**config.mk**
```make
export PLATFORM = sky130hd
export DESIGN_NAME = hangman_game_ctrl
export DESIGN_NICKNAME = d
export VERILOG_FILES = /design/src/rtl/hangman_pkg.sv /design/src/rtl/hangman_game_ctrl_ascii_classify.sv /design/src/rtl/hangman_game_ctrl.sv
export SDC_FILE = /design/constraint.sdc
export NUM_CORES = 1
export LEC_CHECK = 0
export BUFFER_PORTS_ARGS = -buffer_cell sky130_fd_sc_hd__buf_2
export CAP_MARGIN = 10
export CORE_UTILIZATION = 60
export CTS_BUF_LIST = sky130_fd_sc_hd__clkbuf_8
export DETAILED_ROUTE_END_ITERATION = 10
export MAX_ROUTING_LAYER = met4
export PLACE_DENSITY = 0.89
export SYNTH_ARGS = -nofsm -noshare
export SYNTH_HDL_FRONTEND = slang
export SYNTH_HIERARCHICAL = 1
export SYNTH_SLANG_ARGS = --single-unit
```
**constraint.sdc**
```tcl
create_clock -name clock -period 7.6 [get_ports clock]
set_input_delay 0.76 -clock clock [delete_from_list [all_inputs] [get_ports clock]]
set_output_delay 0.76 -clock clock [all_outputs]
set_load 0.02 [all_outputs]
```
**src/rtl/hangman_pkg.sv**
```systemverilog
// Shared definitions for the Hangman game sequencer.
// Holds the FSM state encoding, the draw-engine selection codes, the ASCII
// constants used by key classification, and the default sizing values.
package hangman_pkg;

    localparam int unsigned WORD_LEN_DEF   = 10;
    localparam int unsigned MAX_MISSES_DEF = 6;
    localparam int unsigned MISS_W_DEF     = 3;
    localparam int unsigned LETTER_COUNT   = 26;

    typedef enum logic [3:0] {
        ST_INIT_DRAW    = 4'd0,
        ST_LOAD_WORD    = 4'd1,
        ST_BOARD_DRAW   = 4'd2,
        ST_GUESS        = 4'd3,
        ST_CHECK        = 4'd4,
        ST_LETTER_DRAW  = 4'd5,
        ST_GALLOWS_DRAW = 4'd6,
        ST_WIN_DRAW     = 4'd7,
        ST_LOSE_DRAW    = 4'd8,
        ST_OVER         = 4'd9
    } state_e;

    localparam logic [2:0] DRAW_INIT    = 3'd0;
    localparam logic [2:0] DRAW_BOARD   = 3'd1;
    localparam logic [2:0] DRAW_LETTERS = 3'd2;
    localparam logic [2:0] DRAW_GALLOWS = 3'd3;
    localparam logic [2:0] DRAW_WIN     = 3'd4;
    localparam logic [2:0] DRAW_LOSE    = 3'd5;

    localparam logic [7:0] ASCII_ENTER = 8'h0A;
    localparam logic [7:0] ASCII_A     = 8'h41;
    localparam logic [7:0] ASCII_Z     = 8'h5A;
    localparam logic [7:0] ASCII_a     = 8'h61;
    localparam logic [7:0] ASCII_z     = 8'h7A;

    // States that own the draw engine and wait for its done pulse.
    function automatic logic is_draw_state(input state_e s);
        return s inside {ST_INIT_DRAW, ST_BOARD_DRAW, ST_LETTER_DRAW,
                         ST_GALLOWS_DRAW, ST_WIN_DRAW, ST_LOSE_DRAW};
    endfunction

    // Draw-engine selection code for a draw state.
    function automatic logic [2:0] draw_code(input state_e s);
        case (s)
            ST_BOARD_DRAW:   return DRAW_BOARD;
            ST_LETTER_DRAW:  return DRAW_LETTERS;
            ST_GALLOWS_DRAW: return DRAW_GALLOWS;
            ST_WIN_DRAW:     return DRAW_WIN;
            ST_LOSE_DRAW:    return DRAW_LOSE;
            default:         return DRAW_INIT;
        endcase
    endfunction

endpackage

```
**src/rtl/hangman_game_ctrl_ascii_classify.sv**
```systemverilog
// Combinational key classifier.
// Ports: code_i (ASCII key code) -> is_letter_c_o, is_enter_c_o,
//        upper_c_o (code folded to upper case), index_c_o (0..25 letter index).
module ascii_classify
    import hangman_pkg::*;
(
    input  logic [7:0] code_i,
    output logic       is_letter_c_o,
    output logic       is_enter_c_o,
    output logic [7:0] upper_c_o,
    output logic [4:0] index_c_o
);

    logic is_upper;
    logic is_lower;

    // Lower-case letters fold to upper case by clearing bit 5.
    always_comb begin
        is_upper      = (code_i >= ASCII_A) && (code_i <= ASCII_Z);
        is_lower      = (code_i >= ASCII_a) && (code_i <= ASCII_z);
        is_letter_c_o = is_upper | is_lower;
        is_enter_c_o  = (code_i == ASCII_ENTER);
        upper_c_o     = is_lower ? (code_i & 8'hDF) : code_i;
        index_c_o     = 5'(upper_c_o - ASCII_A);
    end

endmodule

```
**src/rtl/hangman_game_ctrl.sv**
```systemverilog
// Hangman game sequencer: loads the secret word, runs guesses through the
// letter-check datapath, tracks found letters and misses, and schedules the
// shared draw engine with a start/done handshake.
// Inputs : clock, reset (sync, active high), key_valid_i/key_code_i (key strobe),
//          hit_mask_i (per-slot match of guess_letter_o), draw_done_i.
// Outputs: load_en_o/load_slot_o/load_char_o (letter store write),
//          guess_letter_o, draw_start_o/draw_sel_o, word_len_o, found_mask_o,
//          misses_o, game_over_o, win_o. All outputs are registered.
module hangman_game_ctrl
    import hangman_pkg::*;
#(
    parameter int unsigned WORD_LEN   = WORD_LEN_DEF,
    parameter int unsigned MAX_MISSES = MAX_MISSES_DEF,
    parameter int unsigned MISS_W     = MISS_W_DEF
) (
    input  logic                clock,
    input  logic                reset,
    input  logic                key_valid_i,
    input  logic [7:0]          key_code_i,
    input  logic [WORD_LEN-1:0] hit_mask_i,
    input  logic                draw_done_i,
    output logic                load_en_o,
    output logic [3:0]          load_slot_o,
    output logic [7:0]          load_char_o,
    output logic [7:0]          guess_letter_o,
    output logic                draw_start_o,
    output logic [2:0]          draw_sel_o,
    output logic [3:0]          word_len_o,
    output logic [WORD_LEN-1:0] found_mask_o,
    output logic [MISS_W-1:0]   misses_o,
    output logic                game_over_o,
    output logic                win_o
);

    state_e state_q, state_d;

    logic                    wait_q, wait_d;
    logic                    load_en_q, load_en_d;
    logic [3:0]              load_slot_q, load_slot_d;
    logic [7:0]              load_char_q, load_char_d;
    logic [7:0]              guess_q, guess_d;
    logic                    draw_start_q, draw_start_d;
    logic [2:0]              draw_sel_q, draw_sel_d;
    logic [3:0]              word_len_q, word_len_d;
    logic [WORD_LEN-1:0]     found_q, found_d;
    logic [MISS_W-1:0]       misses_q, misses_d;
    logic                    over_q, over_d;
    logic                    win_q, win_d;
    logic [LETTER_COUNT-1:0] used_q, used_d;

    logic                is_letter;
    logic                is_enter;
    logic [7:0]          upper;
    logic [4:0]          letter_idx;
    logic                key_letter;
    logic                key_enter;
    logic                done_ok;
    logic [WORD_LEN-1:0] len_mask;
    logic [WORD_LEN-1:0] hit;

    ascii_classify u_classify (
        .code_i        (key_code_i),
        .is_letter_c_o (is_letter),
        .is_enter_c_o  (is_enter),
        .upper_c_o     (upper),
        .index_c_o     (letter_idx)
    );

    // Keys are dropped while a draw is outstanding; done only counts once issued.
    always_comb begin
        key_letter = key_valid_i && is_letter && !is_draw_state(state_q);
        key_enter  = key_valid_i && is_enter  && !is_draw_state(state_q);
        done_ok    = draw_done_i && wait_q;
        for (int unsigned i = 0; i < WORD_LEN; i++) begin
            len_mask[i] = (i < 32'(word_len_q));
        end
        hit = hit_mask_i & len_mask;
    end

    // State register.
    always_ff @(posedge clock) begin
        if (reset) state_q <= ST_INIT_DRAW;
        else       state_q <= state_d;
    end

    // Next-state logic.
    always_comb begin
        state_d = state_q;
        case (state_q)
            ST_INIT_DRAW:  if (done_ok) state_d = ST_LOAD_WORD;
            ST_LOAD_WORD: begin
                if (key_letter && (word_len_q == 4'(WORD_LEN - 1))) state_d = ST_BOARD_DRAW;
                else if (key_enter && (word_len_q != 4'd0))         state_d = ST_BOARD_DRAW;
            end
            ST_BOARD_DRAW: if (done_ok) state_d = ST_GUESS;
            ST_GUESS:      if (key_letter && !used_q[letter_idx]) state_d = ST_CHECK;
            ST_CHECK:      state_d = (hit != '0) ? ST_LETTER_DRAW : ST_GALLOWS_DRAW;
            ST_LETTER_DRAW, ST_GALLOWS_DRAW: begin
                if (done_ok) begin
                    if (found_q == len_mask)                  state_d = ST_WIN_DRAW;
                    else if (misses_q == MISS_W'(MAX_MISSES)) state_d = ST_LOSE_DRAW;
                    else                                      state_d = ST_GUESS;
                end
            end
            ST_WIN_DRAW, ST_LOSE_DRAW: if (done_ok) state_d = ST_OVER;
            ST_OVER:       if (key_enter) state_d = ST_INIT_DRAW;
            default:       state_d = ST_INIT_DRAW;
        endcase
    end

    // Output and datapath next values.
    always_comb begin
        wait_d      = is_draw_state(state_d);
        load_en_d   = 1'b0;
        load_slot_d = load_slot_q;
        load_char_d = load_char_q;
        guess_d     = guess_q;
        word_len_d  = word_len_q;
        found_d     = found_q;
        misses_d    = misses_q;
        used_d      = used_q;

        // A draw is requested on the edge that enters a draw state; the first
        // draw after reset is issued once since its entry edge was the reset.
        draw_start_d = is_draw_state(state_d) && ((state_d != state_q) || !wait_q);
        draw_sel_d   = draw_start_d ? draw_code(state_d) : draw_sel_q;
        over_d       = (state_d == ST_OVER);
        win_d        = over_d && (win_q || (state_q == ST_WIN_DRAW));

        case (state_q)
            ST_LOAD_WORD: begin
                if (key_letter) begin
                    load_en_d   = 1'b1;
                    load_slot_d = word_len_q;
                    load_char_d = upper;
                    word_len_d  = word_len_q + 4'd1;
                end
            end
            ST_GUESS: begin
                if (key_letter && !used_q[letter_idx]) begin
                    guess_d            = upper;
                    used_d[letter_idx] = 1'b1;
                end
            end
            ST_CHECK: begin
                if (hit != '0)                          found_d  = found_q | hit;
                else if (misses_q != MISS_W'(MAX_MISSES)) misses_d = misses_q + MISS_W'(1);
            end
            ST_OVER: begin
                if (key_enter) begin
                    word_len_d = '0;
                    found_d    = '0;
                    misses_d   = '0;
                    used_d     = '0;
                end
            end
            default: ;
        endcase
    end

    // Datapath and output registers.
    always_ff @(posedge clock) begin
        if (reset) begin
            wait_q       <= 1'b0;
            load_en_q    <= 1'b0;
            load_slot_q  <= '0;
            load_char_q  <= '0;
            guess_q      <= '0;
            draw_start_q <= 1'b0;
            draw_sel_q   <= '0;
            word_len_q   <= '0;
            found_q      <= '0;
            misses_q     <= '0;
            over_q       <= 1'b0;
            win_q        <= 1'b0;
            used_q       <= '0;
        end else begin
            wait_q       <= wait_d;
            load_en_q    <= load_en_d;
            load_slot_q  <= load_slot_d;
            load_char_q  <= load_char_d;
            guess_q      <= guess_d;
            draw_start_q <= draw_start_d;
            draw_sel_q   <= draw_sel_d;
            word_len_q   <= word_len_d;
            found_q      <= found_d;
            misses_q     <= misses_d;
            over_q       <= over_d;
            win_q        <= win_d;
            used_q       <= used_d;
        end
    end

    assign load_en_o      = load_en_q;
    assign load_slot_o    = load_slot_q;
    assign load_char_o    = load_char_q;
    assign guess_letter_o = guess_q;
    assign draw_start_o   = draw_start_q;
    assign draw_sel_o     = draw_sel_q;
    assign word_len_o     = word_len_q;
    assign found_mask_o   = found_q;
    assign misses_o       = misses_q;
    assign game_over_o    = over_q;
    assign win_o          = win_q;

endmodule
```
==> results.md <==
* Status: complete, no violations
* Dominant cells by area after synthesis: dfxtp_1 (36%), nor2_1 (6.8%), a21oi_1 (6.7%)
* Drt drc at 0
* Die span in x at 85.3 um
* Die area at approximately 7300 sq um
* Maximum clock rate at between 150 and 200 MHz
* Register bit total from synthesis at 75
* Critical path fanouts, max at 19
* Clock Sink Count at 75
* DR pass1 iterations at 6
* Initial antenna violation count at 0
* Post-synth ARST share at 0%
* CP Launch Type: primary input
* Vias per cell at approximately 6.2
* Nets at ~580
* FF-to-FF End: used_q[25]
* I/O pin cnt at 66
* GPL Wtd Cong at 0.969
* Worst-Margin Slew at 1.03 ns
* Post-synth top area cell: dfxtp_1
* Worst hold stages at 2
* Clk slew on worst S/H paths at roughly 0.09 ns
* Final hold viol count at 0
* Vias at 3926
* Syn Inst Count at 515
* Worst Setup End Kind: flop
* Setup TNS at 0 ns
* CP startpoint: key_code_i[0]
* Worst r2r src: state_q[1]
* Post-route core utilization at 69.9%
* Area of the multi-input gates at 2390 sq um
* Crit-path cells: buf_2, inv_1, ha_1, nor3b_2, xor2_1, nor3b_1, and3_1, nor4_2, nand4_2, nor2_1, nor2b_1, nor3b_2, a31oi_1, nor2_1
* Peak supply drop at ~0.13 mV
* Global Route Usage Sum at 29.5%
* # rows at 29
* Hold path endpoint: load_char_o[7]
* Post-synth cell types at 76
* Ratio of cells with drive above 1 in the final layout at 19.5%
* Worst Hold Class: flop to flop
* Max incr delay on CP at 0.82 ns
* Slowest-stage cell, CP: nor2_1
* Top-area cell type share of the netlist area at a little over a third
* Clock Tree Buf Depth at 2
* Most frequent cells after synthesis: dfxtp_1 (75), nor2_1 (75), a21oi_1 (56)
* Fin crit period at 5.15 ns
* Relative slew slack at 31.3%
* Clk root buf: clkbuf_8
* EDFF count, synth at 0
* RSZ-0062 raised after global routing: false
* # diodes at 0
* Worst EP required at between 7 and 8 ns
* Crit path kind: primary input to flop
* TritonCTS clock tree: built
* Vias in the first global route at 3572
* Hold bufs inserted after CTS at 0
* CP arrival at between 5 and 6 ns
* Leakage at 1.91 nW
* WL per Instance at 15.9 um
* Syn Nets at 545
* Pwr/cell area at 166 nW/um^2
* Iteration-0 DRC Markers at 352
* Final max-slew violation count at 0
* H-tree levels at 3
* Post-route ant nets at 0
* Die Ht at 85.3 um
* PortBufs at 65
* Final Instance Area at 4570 sq um
* Reg2Reg Setup Slack at 4.14 ns
* Worst-skew pair later-pin latency at approximately 0.36 ns
* Max-cap violations at 0
* Post-cts sizing count at 0
* Setup Fix Bufs, Post-CTS at 0
* Final Skew at 0.0101 ns
* Register area at 1500 sq um
* Global-route wire length before repair at 16600 um
* Synth warn at 6
* Layout fillers at 526
* Finish-stage setup viols at 0
* Synthesis-to-finish area growth at 9.77%
* Worst Reg-to-Reg Cells at 9
* Crit share post-route at 67.8%
* Core Area at 6530 sq um
* WL final at 10100 um
* Num CTS Buffers at 9
* Syn Area/Cell at 8.08 sq um
* Ys flop type: dfxtp_1
* Synthesized area at ~4200 sq um
* Hold wc startpoint: load_char_o[7]
* Post-DP HPWL at 7080 um
* Placement Cell Area at between 4000 and 5000 sq um
* Largest net degree at the start of global routing at 42
* Remaining Overflow, GRT at 0
* Initial core utilization at ~64%
* Sequential area share after synthesis at 36.1%
flip-flops by register name, summed over array words and instances (netlist names):
name and flops:
load_char_o 8, state_q 4, word_len_o 4, guess_letter_o 8, load_en_o 1, wait_q 1, load_slot_o 4, draw_start_o 1
draw_sel_o 3, used_q 26, game_over_o 1, win_o 1, misses_o 3, found_mask_o 10
worst max path at each step:
stage | end | slack (ns) | depth (start not counted)
after floorplan | draw_sel_o[2] | 4.27 | 14
after global placement | used_q[25] | 2.56 | 14
after detailed placement | used_q[25] | 2.23 | 14
after CTS | used_q[17] | 2.57 | 14
after global routing | used_q[25] | 2.05 | 14
final | used_q[25] | 2.45 | 14
critical path: cells and delay by family:
family	cells	cell delay [ns]
simple gates	9	2.91
xor+xnor	1	0.79
buf+inv	2	0.57
fa+ha+maj	1	0.27
compound gates	1	0.15
cell usage in the layout (no fill, tap or decap), types with 10 or more instances in the layout:
cell type	count
mux2i_1	19
nor3_1	10
buf_2	65
a31oi_1	12
clkbuf_8	10
dfxtp_1	75
nand2_1	54
a21oi_1	56
nor2_1	75
nand3_1	10
nand2b_1	15
inv_1	16
per-stage QoR:
step                total power [mW]  hold WS (ns)  worst slack (ns)  cells
floorplan                      0.456         0.430              4.27    515
global placement               0.469         0.440              2.56    620
detailed placement             0.471         0.452              2.23    620
CTS                            0.758         0.464              2.57    636
global route                   0.782         0.485              2.05    636
finish                         0.757         0.463              2.45    636
metal layers:
metal / part of all wire, % / up-vias / global-route usage [%] / wire, um
met1: 43 / 1803 / 36.1 / 4350
li1: - / 1889 / - / -
met4: 2.7 / 0 / 10.2 / 270
met5: 0 / - / - / 0
met3: 7.6 / 40 / 7.20 / 773
met2: 47 / 194 / 47.7 / 4730
final cells by class:
class                           count  area share (%)
Multi-Input combinational cell    386            52.4
Timing Repair Buffer               66            7.29
Inverter                           16            1.31
Sequential cell                    75            32.9
Clock inverter                      6            1.01
Tap cell                           77            2.11
Clock buffer                       10            3.01
cell families (layout without fill, tap and decap cells):
| logic type | count (synthesis) | count (layout) | share of synthesized area [%] |
|---|---|---|---|
| AND/OR/NAND/NOR | 222 | 222 | 27.7 |
| AO/OA/AOI/OAI | 122 | 122 | 19.3 |
| flip-flops | 75 | 75 | 36.1 |
| buffers and inverters | 54 | 98 | 6.40 |
| multiplexers | 24 | 24 | 6.01 |
| adder cells (fa/ha/maj) | 9 | 9 | 2.68 |
| XOR/XNOR | 9 | 9 | 1.89 |
power by group:
part	total [mW]	leakage, nW	internal, mW	switching, mW
registers	0.397	0.605	0.394	0.00298
clock network	0.293	0.0897	0.130	0.163
logic	0.0667	1.22	0.0224	0.0443
Power figures use the tool's default switching activity.
